--- src/rtl/intc_core.sv ---
// intc_core: memory-mapped interrupt controller with synchronized event and acknowledge inputs.
// Define INTC_ROUND_ROBIN_EN for rotating priority; the default build uses fixed lowest-index priority.
module intc_core #(
  parameter int DATA_WIDTH = 32,
  parameter int NUM_SRC    = 4
) (
  input  logic                  clk,
  input  logic                  rst,
  input  logic [NUM_SRC-1:0]    done,
  input  logic                  IACK,
  input  logic [DATA_WIDTH-1:0] input_addr,
  input  logic                  write_enable,
  input  logic [DATA_WIDTH-1:0] write_data,
  output logic [DATA_WIDTH-1:0] read_data,
  output logic                  IRQ,
  output logic [DATA_WIDTH-1:0] isr_addr
);

  // state    | meaning
  // IDLE     | no grant outstanding, waiting for an enabled pending source
  // SERVE    | IRQ high, isr_addr holds the granted vector, waiting for IACK rise
  // ACKWAIT  | acknowledged, waiting for IACK to drop
  localparam logic [1:0] ST_IDLE    = 2'd0;
  localparam logic [1:0] ST_SERVE   = 2'd1;
  localparam logic [1:0] ST_ACKWAIT = 2'd2;

  localparam int AW = DATA_WIDTH - 2;

  logic [NUM_SRC-1:0]    r_done_s1, r_done_s2, r_done_d;
  logic                  r_iack_s1, r_iack_s2, r_iack_d;
  logic [NUM_SRC-1:0]    r_en, r_pend;
  logic [DATA_WIDTH-1:0] r_vec [NUM_SRC];
  logic [1:0]            r_state;
  logic [2:0]            r_gnt;
  logic                  r_irq;
  logic [DATA_WIDTH-1:0] r_isr;
  logic [DATA_WIDTH-1:0] r_rdata;

  logic [NUM_SRC-1:0]    w_done_rise;
  logic                  w_iack_rise;
  logic [AW-1:0]         w_word;
  logic [1:0]            w_unused_addr_lo;
  logic [NUM_SRC-1:0]    w_req;
  logic                  w_any;
  logic [2:0]            w_win;
  logic [DATA_WIDTH-1:0] w_win_vec;
  logic [NUM_SRC-1:0]    w_w1c_mask;
  logic [NUM_SRC-1:0]    w_ack_mask;
  logic [DATA_WIDTH-1:0] w_rdata;

  assign w_done_rise      = r_done_s2 & ~r_done_d;
  assign w_iack_rise      = r_iack_s2 & ~r_iack_d;
  assign w_word           = input_addr[DATA_WIDTH-1:2];
  assign w_unused_addr_lo = input_addr[1:0];
  assign w_req            = r_pend & r_en;
  assign w_any            = |w_req;

  always_ff @(posedge clk or negedge rst) begin
    if (!rst) begin
      r_done_s1 <= '0;
      r_done_s2 <= '0;
      r_done_d  <= '0;
      r_iack_s1 <= 1'b0;
      r_iack_s2 <= 1'b0;
      r_iack_d  <= 1'b0;
    end else begin
      r_done_s1 <= done;
      r_done_s2 <= r_done_s1;
      r_done_d  <= r_done_s2;
      r_iack_s1 <= IACK;
      r_iack_s2 <= r_iack_s1;
      r_iack_d  <= r_iack_s2;
    end
  end

`ifdef INTC_ROUND_ROBIN_EN
  logic [2:0]         r_rr_start;
  logic [NUM_SRC-1:0] w_req_rot;
  logic [3:0]         w_rr_sum;

  // Rotate requests so the search always begins at bit 0, then map back.
  always_comb begin
    w_req_rot = NUM_SRC'({w_req, w_req} >> r_rr_start);
    w_rr_sum  = '0;
    w_win     = '0;
    for (int k = NUM_SRC - 1; k >= 0; k--) begin
      if (w_req_rot[k]) begin
        w_rr_sum = {1'b0, r_rr_start} + 4'(k);
        if (w_rr_sum >= 4'(NUM_SRC)) w_rr_sum = w_rr_sum - 4'(NUM_SRC);
        w_win = w_rr_sum[2:0];
      end
    end
  end

  always_ff @(posedge clk or negedge rst) begin
    if (!rst) begin
      r_rr_start <= '0;
    end else if (r_state == ST_IDLE && w_any) begin
      r_rr_start <= (w_win == 3'(NUM_SRC - 1)) ? 3'd0 : w_win + 3'd1;
    end
  end
`else
  always_comb begin
    w_win = '0;
    for (int k = NUM_SRC - 1; k >= 0; k--) begin
      if (w_req[k]) w_win = 3'(k);
    end
  end
`endif

  always_comb begin
    w_win_vec = '0;
    for (int i = 0; i < NUM_SRC; i++) begin
      if (w_win == 3'(i)) w_win_vec = r_vec[i];
    end
  end

  assign w_w1c_mask = (write_enable && w_word == AW'(1)) ? write_data[NUM_SRC-1:0] : '0;
  assign w_ack_mask = (r_state == ST_SERVE && w_iack_rise) ? (NUM_SRC'(1) << r_gnt) : '0;

  // A new event outranks a clear landing on the same bit.
  always_ff @(posedge clk or negedge rst) begin
    if (!rst) begin
      r_en   <= '0;
      r_pend <= '0;
      for (int i = 0; i < NUM_SRC; i++) r_vec[i] <= '0;
    end else begin
      r_pend <= (r_pend & ~(w_w1c_mask | w_ack_mask)) | w_done_rise;
      if (write_enable && w_word == '0) r_en <= write_data[NUM_SRC-1:0];
      for (int i = 0; i < NUM_SRC; i++) begin
        if (write_enable && w_word == AW'(4 + i)) r_vec[i] <= write_data;
      end
    end
  end

  always_ff @(posedge clk or negedge rst) begin
    if (!rst) begin
      r_state <= ST_IDLE;
      r_gnt   <= '0;
      r_irq   <= 1'b0;
      r_isr   <= '0;
    end else begin
      case (r_state)
        ST_IDLE: begin
          if (w_any) begin
            r_gnt   <= w_win;
            r_isr   <= w_win_vec;
            r_irq   <= 1'b1;
            r_state <= ST_SERVE;
          end
        end
        ST_SERVE: begin
          if (w_iack_rise) begin
            r_irq   <= 1'b0;
            r_state <= ST_ACKWAIT;
          end
        end
        ST_ACKWAIT: begin
          if (!r_iack_s2) r_state <= ST_IDLE;
        end
        default: r_state <= ST_IDLE;
      endcase
    end
  end

  always_comb begin
    w_rdata = '0;
    if (w_word == '0) begin
      w_rdata[NUM_SRC-1:0] = r_en;
    end else if (w_word == AW'(1)) begin
      w_rdata[NUM_SRC-1:0] = r_pend;
    end else if (w_word == AW'(2)) begin
      w_rdata[DATA_WIDTH-1] = (r_state != ST_IDLE);
      w_rdata[2:0]          = r_gnt;
    end
    for (int i = 0; i < NUM_SRC; i++) begin
      if (w_word == AW'(4 + i)) w_rdata = r_vec[i];
    end
  end

  always_ff @(posedge clk or negedge rst) begin
    if (!rst) r_rdata <= '0;
    else      r_rdata <= w_rdata;
  end

  assign read_data = r_rdata;
  assign IRQ       = r_irq;
  assign isr_addr  = r_isr;

endmodule

--- config.mk ---
export PLATFORM = sky130hd
export DESIGN_NAME = intc_core
export DESIGN_NICKNAME = d
export VERILOG_FILES = /design/src/rtl/intc_core.sv
export SDC_FILE = /design/constraint.sdc
export NUM_CORES = 1
export LEC_CHECK = 0
export ABC_AREA = 1
export BUFFER_PORTS_ARGS = -buffer_cell sky130_fd_sc_hd__buf_4
export CELL_PAD_IN_SITES_DETAIL_PLACEMENT = 1
export CELL_PAD_IN_SITES_GLOBAL_PLACEMENT = 1
export CORE_MARGIN = 2
export CORE_UTILIZATION = 46
export DETAILED_ROUTE_END_ITERATION = 8
export PLACE_DENSITY = 0.85
export REMOVE_ABC_BUFFERS = 1
export SETUP_SLACK_MARGIN = 0.15
export SLEW_MARGIN = 10
export SYNTH_ARGS = -nofsm -noshare
export SYNTH_HDL_FRONTEND = slang
export SYNTH_SLANG_ARGS = --single-unit
--- constraint.sdc ---
create_clock -name clk -period 2.25 [get_ports clk]
set_input_delay 0.1125 -clock clk [delete_from_list [all_inputs] [get_ports clk]]
set_output_delay 0.1125 -clock clk [all_outputs]
set_load 0.02 [all_outputs]
==> results of run 1 <==
-- cell type report --
| type | instances | area [µm²] | share of cell area (%) |
|---|---|---|---|
| multi-input combinational | 777 | 3590 | 29.4 |
| clock buffer | 37 | 719 | 5.90 |
| clock inverter | 5 | 36.3 | 0.297 |
| inverter | 72 | 273 | 2.23 |
| tap | 270 | 338 | 2.77 |
| timing repair buffer | 198 | 1740 | 14.3 |
| sequential | 220 | 5510 | 45.1 |
-- repair_timing --
action,CTS,global route
pin swaps,1,1
buffers inserted,1,1
hold endpoints to repair,194,0
hold buffers,38,0
endpoints found under the setup margin,7,23
resized for setup,1,4
-- worst paths after layout --
check	startpoint	to	slack [ns]	cells past startpoint
setup reg to reg	r_en[2]	isr_addr[2]	0.26	8
min in group asynchronous	rst	isr_addr[15]	0.14	2
hold reg to reg	r_done_s1[0]	r_done_s2[0]	0.35	0
hold / removal	input_addr[3]	read_data[0]	0.07	5
max in group asynchronous	rst	r_done_s2[2]	1.39	3
setup / recovery	r_en[2]	isr_addr[2]	0.26	8
-- worst reg2reg max path, delay by kind of cell, from the launching register on --
family / cells / cell delay [ns]
buffers and inverters: 3 / 0.62
AND/OR/NAND/NOR: 3 / 0.34
flip-flops: 1 / 0.39
AO/OA/AOI/OAI: 2 / 0.51
-- cells in the mapped netlist, types with 2 or more instances --
master,number
nand2_2,5
inv_2,6
inv_1,66
nand3_2,2
buf_12,2
nor2_8,2
a31oi_1,2
buf_2,30
o21a_1,27
nor2_2,7
dfrtp_1,220
clkbuf_1,22
nor2_1,32
nand4_1,28
a21oi_1,32
o21ai_1,100
nand3b_1,4
o21ai_0,77
buf_6,3
nand3_1,48
nand2_1,402
o211ai_1,4
-- sequential cells by signal, summed over array words and instances, names as in the netlist --
signal and count:
r_iack_s2 1, r_done_d 4, r_done_s2 4, r_iack_s1 1, r_vec 128, r_state 2, isr_addr 32, r_iack_d 1
IRQ 1, r_pend 4, read_data 32, r_en 4, r_done_s1 4, r_gnt 2
-- layer usage --
metal	track usage [%]	up-vias	routed length (µm)
met5	0	-	0
met4	9.81	0	792
met3	3.67	65	1360
met2	49.7	233	15300
met1	34.9	4329	12600
li1	-	4008	-
-- power groups by stage --
stage                     registers [mW]  clock network (mW)  logic (mW)
after floorplan                     4.05                   0      0.0456
after global placement              4.05                   0       0.255
after detailed placement            4.05                   0       0.262
after CTS                           3.98                3.82       0.316
after global routing                3.97                4.00       0.345
final                               3.98                3.78       0.311
-- stage by stage --
stage / std cells / worst slack (ns) / instance area [µm²]
6_report: 1579 / 0.261 / 12200
5_1_grt: 1579 / 0.149 / 12200
4_1_cts: 1578 / 0.210 / 12200
3_5_place_dp: 1497 / 0.174 / 11000
3_3_place_gp: 1497 / 0.237 / 11000
2_1_floorplan: 1069 / 0.0776 / 9330
-- cells by family after synthesis --
kind of cell           after synthesis  share of synthesized area [%]
AND/OR/NAND/NOR                    533                           23.3
AO/OA/AOI/OAI                      244                           13.5
flip-flops                         220                           57.1
buffers and inverters              131                           6.11
==> impl_metrics.tcl, run 1 <==
set metrics [dict create \
    outcome "finished clean" \
    grtUsageTotal_pct 27.8 \
    max_freq_mhz 503 \
    start_util_pct 47.2 \
    routedWlPerCell_um 19.0 \
    cp-end-kind "flop" \
    syn_inst 1128 \
    cts-root-buf "clkbuf_16" \
    critPathMaxFanout 26 \
    nets 1365 \
    max_slew_margin_pct 47.2 \
    ys_types 29 \
    p_sw_share_pct 21.8 \
    finalWirelength_um 30000 \
    crit_path_start_kind "flop" \
    crit_buf_inv 3 \
    drive_above_1_share_pct 17.3 \
    clock_latency_ns 0.52 \
    synth_enable_flop_cells 0 \
    vias_per_cell 5.47 \
    p_total_mw 8.06 \
    min_period_ns 1.99 \
    ant_nets 0 \
    clockBufferDepth 3 \
    comb_power_share_pct 3.9 \
    dieArea_um2 22200 \
    ys_warn_count 0 \
    antenna_found_initial 0 \
    netlist_area_um2 9650 \
    final_common_cell "nand2_1" \
    syn_avg_cell_area_um2 8.55 \
    final_util_pct 59.7 \
    via_count 8635 \
    first_global_vias 9430 \
    drv_slew 0 \
    drt_pre_antenna_iters 5 \
    hold_viol_final 0 \
    gp_congestion 0.778 \
    crit_chain "nand2_2 -> nand2_1 -> inv_1 -> a21oi_1 -> inv_4 -> buf_4 -> nand2_1 -> o21ai_0" \
    required_ns 2.65 \
    arrival_ns 2.38 \
    grt_remaining_overflow 0 \
    p_int_mw 6.30 \
    yosysTopAreaCell "dfrtp_1" \
    grt_max_degree 70 \
    post-route-period-util_pct 88.4 \
    h-tree-depth 1 \
    p_seq_share_pct 49.3 \
    die_y_um 149 \
    synthToLayoutAreaGrowth_pct 26.5 \
    synth-main-ff-cell "dfrtp_1" \
    crit_top_cell "nand2_1" \
    finalSetupTns_ns 0 \
    synth_seq_area_share_pct 57.1 \
    worst_pin_slew_ns 0.793 \
    power_switching_mw 1.76 \
    synth-async-reset-ratio_pct 100 \
    die_w_um 149 \
    synth_top_area_share_pct 57.1 \
    skew_ns 0.00672 \
    antenna-diode-count 0 \
    pin_count 137 \
    drc 0 \
    ys_ff_latch 220 \
    pwr-share-clk_pct 46.8 \
    cts.sinks 220 \
    slowest_delay_ns 0.43 \
    critPathTopFamily "buffers and inverters" \
    timing.max_cap.violations 0 \
    core-area_um2 20400 \
    cts_buffers 24 \
    dp_hpwl_um 18000 \
    power_density_nw_per_um2 661 \
    leakagePower_nw 5.98 \
    critical_path.slowest_cell "a21oi_1" \
    hold_class "in2reg" \
    cts_tree "done" \
    mostFrequentLayoutCells "nand2_1 (401), dfrtp_1 (220), buf_4 (146), o21ai_1 (100), o21ai_0 (77)" \
    ir_worst_vdd_mv 0.485 \
    fillCellCount 2390 \
    grt_pass1_wl_um 49000 \
    clk_pin_slew_worst_paths_ns 0.06 \
    setup_viol 0 \
    holdWs_ns 0.0698 \
    portBuffers 134 \
    rsz0062_at_grt "no" \
    synth_top_cells_by_area "dfrtp_1 (57%), nand2_1 (16%), o21ai_1 (5.2%)" \
    fp-row-count 52 \
    worstSetupPathType "reg2reg" \
    drtIter0Drc 489 \
]
Power figures use the tool's default switching activity.
==> inputs of run 2 (changes only) <==
==> constraint.sdc (replaced) <==
create_clock -name clk -period 2.25 [get_ports clk]
set_input_delay 0 -clock clk [delete_from_list [all_inputs] [get_ports clk]]
set_output_delay 0 -clock clk [all_outputs]
set_load 0.02 [all_outputs]
==> run 2 against run 1 <==
- the run now ends with negative hold slack left
- power grew 3.2%
- non-clock buffer count increased by 7
- register-to-register slack improved by 0.07 ns
- sequential cell count stayed put
- first-iteration DRC count is 24% higher
- hold slack worse by 0.071 ns
- final cell count grew 0.57%
- clock-buffer cell count is 1 higher
==> impl_metrics.tcl, run 2 (same netlist as run 1, synthesis figures left out) <==
set metrics [dict create \
    via_count 8722 \
    r2r-end "isr_addr[3]" \
    drive_above_1_share_pct 17.8 \
    holdWs_ns -0.000820 \
    top_usage_layer "met2" \
    clock_latency_ns 0.52 \
    fillCellCount 2391 \
    placed_area_um2 11000 \
    drc 0 \
    first_global_vias 9546 \
    cp-end-kind "flop" \
    skew_ns 0.00722 \
    die_w_um 149 \
    dp_hpwl_um 18000 \
    antenna-diode-count 0 \
    register_area_um2 5510 \
    power_density_nw_per_um2 677 \
    critPathTopFamily "buffers and inverters" \
    p_int_mw 6.55 \
    fp-row-count 52 \
    critPathMaxFanout 6 \
    largest_register_ffs 128 \
    finalWirelength_um 30900 \
    pwr-share-clk_pct 48.5 \
    routedWlPerCell_um 19.5 \
    clockBufferDepth 3 \
    slowest_delay_ns 0.40 \
    critical_path.slowest_cell "dfrtp_1" \
    p_sw_share_pct 21.3 \
    clk_pin_slew_worst_paths_ns 0.06 \
    h-tree-depth 1 \
    min_period_ns 1.92 \
    gp_congestion 0.780 \
    drtIter0Drc 607 \
    grt_use_met3_pct 3.24 \
    antenna_found_initial 0 \
    worst_pin_slew_ns 0.787 \
    cts_buffers 24 \
    grt_pass1_wl_um 49900 \
    crit_chain "nand2_2 -> nand2_1 -> inv_1 -> nor2_1 -> buf_4 -> nor2_4 -> buf_4 -> buf_12 -> nand2_1 -> nand3_1 -> a21oi_1 -> o21ai_1" \
    max_freq_mhz 520 \
    regToRegSetupSlack_ns 0.33 \
    leakagePower_nw 6.03 \
    required_ns 2.64 \
    drv_slew 0 \
    grtUsageMet2_pct 51.5 \
    vias_per_cell 5.49 \
    comb_power_share_pct 3.7 \
    outcome "finished with violations" \
    crit_path_start_kind "flop" \
    hold_class "in2async" \
    die_y_um 149 \
    drt_pre_antenna_iters 5 \
    setup_viol 0 \
    worstReg2RegStart "r_en[2]" \
    mostFrequentLayoutCells "nand2_1 (401), dfrtp_1 (220), buf_4 (153), o21ai_1 (103), o21ai_0 (74)" \
    final_util_pct 60.2 \
    cts.sinks 220 \
    power_switching_mw 1.78 \
    post-route-period-util_pct 85.5 \
    ir_worst_vdd_mv 0.484 \
    regMostFlops "r_vec" \
    rr_worst_depth 12 \
    start_util_pct 47.2 \
    hold_viol_final 1 \
    ant_nets 0 \
    p_total_mw 8.32 \
    timing.max_cap.violations 0 \
    portBuffers 134 \
    grt_max_degree 80 \
    cts_tree "done" \
    max_slew_margin_pct 47.6 \
    crit_buf_inv 4 \
    cts-root-buf "clkbuf_16" \
    core-area_um2 20400 \
    final_common_cell "nand2_1" \
    grtUsageTotal_pct 28.5 \
    violations "negative hold slack" \
    multi_input_area_um2 3590 \
    grt_remaining_overflow 0 \
    finalSetupTns_ns 0 \
    fin_area_um2 12300 \
    worstSetupPathType "reg2reg" \
    synthToLayoutAreaGrowth_pct 27.5 \
    p_seq_share_pct 47.8 \
    nets 1372 \
    dieArea_um2 22200 \
    rsz0062_at_grt "no" \
    arrival_ns 2.32 \
    grtUsageMet1_pct 35.5 \
    pin_count 137 \
]
## run 2: layout make-up
class / count / area share [%]
inverters: 72 / 2.22
flip-flops and latches: 220 / 44.8
well taps: 270 / 2.75
clock inverters: 6 / 0.468
repair buffers: 205 / 14.4
multi-input cells: 777 / 29.2
clock buffers: 38 / 6.22
## run 2: per-layer routing
layer | up-vias | share of wire (%)
met4 | 0 | 2.2
met2 | 230 | 52
met1 | 4400 | 42
li1 | 4030 | -
met3 | 62 | 4.0
met5 | - | 0
## run 2: repair_timing
action                     in CTS  in global routing
buffers inserted                4                  2
pin swaps                       1                  1
setup endpoints to repair      20                 23
hold buffers                   41                  0
gates resized for setup         0                  7
hold endpoints to repair      362                  0
## run 2: worst max path at each step
| stage | cells past startpoint | to | slack [ns] | startpoint |
|---|---|---|---|---|
| final | 12 | isr_addr[3] | 0.33 | r_en[2] |
| after global routing | 12 | isr_addr[13] | 0.19 | r_en[2] |
| after CTS | 8 | isr_addr[8] | 0.22 | r_pend[0] |
| after detailed placement | 11 | isr_addr[8] | 0.13 | r_en[2] |
| after global placement | 11 | isr_addr[1] | 0.30 | r_pend[2] |
| after floorplan | 9 | isr_addr[10] | 0.08 | r_en[2] |
## run 2: per-stage QoR
stage | cells | setup WS [ns] | hold slack, ns
final | 1588 | 0.326 | -0.000820
after floorplan | 1069 | 0.0776 | -0.296
after global routing | 1588 | 0.187 | 0.0530
after detailed placement | 1497 | 0.128 | -0.0204
after CTS | 1586 | 0.218 | 0.0270
after global placement | 1497 | 0.303 | -0.0269
## run 2: power by group through the flow
stage | Combinational (mW) | Clock, mW | Sequential, mW
6_report | 0.311 | 4.04 | 3.98
5_1_grt | 0.346 | 4.24 | 3.97
3_3_place_gp | 0.250 | 0 | 4.05
4_1_cts | 0.314 | 4.08 | 3.98
3_5_place_dp | 0.257 | 0 | 4.05
2_1_floorplan | 0.0456 | 0 | 4.05
==> inputs of run 3 (changes only) <==
Settings changed: CORE_UTILIZATION 46 to 48, CTS_BUF_LIST set to sky130_fd_sc_hd__clkbuf_2 sky130_fd_sc_hd__clkbuf_4 sky130_fd_sc_hd__clkbuf_8, PLACE_DENSITY 0.85 to 0.88.
==> run 3 against run 2 <==
- sequential power about the same
- sequential cell count unchanged
- clock skew grew 0.017 ns
- global-route usage grew 4.2 points
- clock power down 3%
- critical path depth decreased by 1
- non-clock buffer count rose by 1
- hold slack improved by 0.020 ns
- register-to-register slack got worse by 0.13 ns
- design area increased by 0.14%
- the run now ends clean
- critical endpoint is now isr_addr[28]
- critical path type unchanged
==> impl_metrics.tcl, run 3 (same netlist as run 1, synthesis figures left out) <==
set metrics [dict create \
    outcome "finished clean" \
    finalWirelength_um 34600 \
    drv_slew 0 \
    grtUsageTotal_pct 32.7 \
    crit_top_cell "nand2_1" \
    cts_buffers 38 \
    drc 0 \
    largest_register_ffs 128 \
    max_slew_margin_pct 47.1 \
    cp-end-kind "flop" \
    routedWlPerCell_um 21.6 \
    timing.max_cap.violations 0 \
    portBuffers 134 \
    antenna-diode-count 0 \
    p_total_mw 8.20 \
    rsz0062_at_grt "no" \
    clk_pin_slew_worst_paths_ns 0.07 \
    antenna_found_initial 0 \
    ant_nets 0 \
    crit_path_start_kind "flop" \
    nets 1388 \
    ir_worst_vdd_mv 0.421 \
    synthToLayoutAreaGrowth_pct 27.7 \
    worst_pin_slew_ns 0.793 \
    critPathTopFamily "simple AND/OR/NAND/NOR gates" \
    fp-row-count 51 \
    vias_per_cell 5.80 \
    crit_buf_inv 3 \
    final_common_cell "nand2_1" \
    skew_ns 0.0240 \
    finalSetupTns_ns 0 \
    drt_pre_antenna_iters 5 \
    required_ns 2.66 \
    power_density_nw_per_um2 666 \
    arrival_ns 2.47 \
    dp_hpwl_um 18900 \
    dieArea_um2 21300 \
    cts.sinks 220 \
    hold_class "in2async" \
    die_y_um 146 \
    pin_count 137 \
    hold_viol_final 0 \
    start_util_pct 49.3 \
    max_freq_mhz 486 \
    leakagePower_nw 6.06 \
    regMostFlops "r_vec" \
    grt_max_degree 75 \
    slowest_delay_ns 0.46 \
    gp_congestion 0.794 \
    critPathMaxFanout 21 \
    first_global_vias 10300 \
    cts-root-buf "clkbuf_8" \
    clock_latency_ns 0.56 \
    regToRegSetupSlack_ns 0.19 \
    critical_path.slowest_cell "dfrtp_1" \
    post-route-period-util_pct 91.4 \
    drive_above_1_share_pct 19.6 \
    setup_viol 0 \
    core-area_um2 19600 \
    drtIter0Drc 696 \
    die_w_um 146 \
    grt_remaining_overflow 0 \
    cts_tree "done" \
    worstSetupPathType "reg2reg" \
    grt_pass1_wl_um 55200 \
    min_period_ns 2.06 \
    crit_chain "nand2_1 -> nand2_1 -> inv_1 -> nor2_4 -> buf_4 -> nor2_4 -> buf_12 -> nand2_1 -> nand3_1 -> a21oi_1 -> o21ai_0" \
    h-tree-depth 2 \
    clockBufferDepth 3 \
    via_count 9305 \
    mostFrequentLayoutCells "nand2_1 (400), dfrtp_1 (220), buf_4 (152), o21ai_1 (102), o21ai_0 (75)" \
]
[run 3: changes by cell type in the layout (fill, tap and decap cells not counted), moves of 2 or more]
cell	before	now
buf_12	10	12
clkbuf_1	4	0
clkbuf_16	25	0
clkbuf_4	0	7
clkbuf_8	9	45
clkinv_2	4	7
nor2_4	4	6
[run 3: layout make-up]
cell class | count | area (µm²)
clock buffer | 52 | 672
clock inverter | 11 | 114
fill | 2276 | 7270
inverter | 72 | 275
multi-input combinational | 778 | 3610
sequential | 220 | 5510
tap | 265 | 332
timing repair buffer | 206 | 1810
[run 3: final timing paths]
path,from,depth (start not counted),endpoint
max in group asynchronous,rst,3,r_vec[30]
worst max-delay path,r_pend[3],11,isr_addr[28]
worst max register to register,r_pend[3],11,isr_addr[28]
worst min-delay path,rst,2,r_vec[73]
min in group clk,input_addr[14],8,read_data[0]
worst min register to register,r_iack_s1,0,r_iack_s2
[run 3: per-layer routing]
metal	share of wire [%]	wire length, µm	GRT usage (%)
met1	39	13500	38.9
met2	50	17300	56.5
met3	6.4	2220	6.33
met4	4.7	1640	17.0
met5	0	0	0
[run 3: what timing repair did]
item	in CTS	in global routing
gates resized for setup	2	11
buffers inserted	3	2
pin swaps	1	2
endpoints found under the setup margin	32	33
hold endpoints to repair	363	0
cloned	1	0
hold buffers	41	0
[run 3: metrics by stage]
| step | instance area, µm² | utilization, % | hold WS [ns] | instances | setup WS [ns] |
|---|---|---|---|---|---|
| 3_3_place_gp | 11000 | 56.2 | 0.0178 | 1494 | 0.158 |
| 3_5_place_dp | 11000 | 56.2 | 0.0225 | 1494 | -0.0579 |
| 6_report | 12300 | 62.9 | 0.0194 | 1604 | 0.193 |
| 5_1_grt | 12300 | 62.9 | 0.0659 | 1604 | 0.142 |
| 2_1_floorplan | 9330 | - | -0.296 | 1069 | 0.0776 |
| 4_1_cts | 12300 | 62.6 | 0.0371 | 1602 | 0.131 |
[run 3: power by group]
group          switching [mW]  internal (mW)  total (mW)
clock                    1.74           2.17        3.90
combinational           0.177          0.144       0.321
sequential            0.00871           3.97        3.98
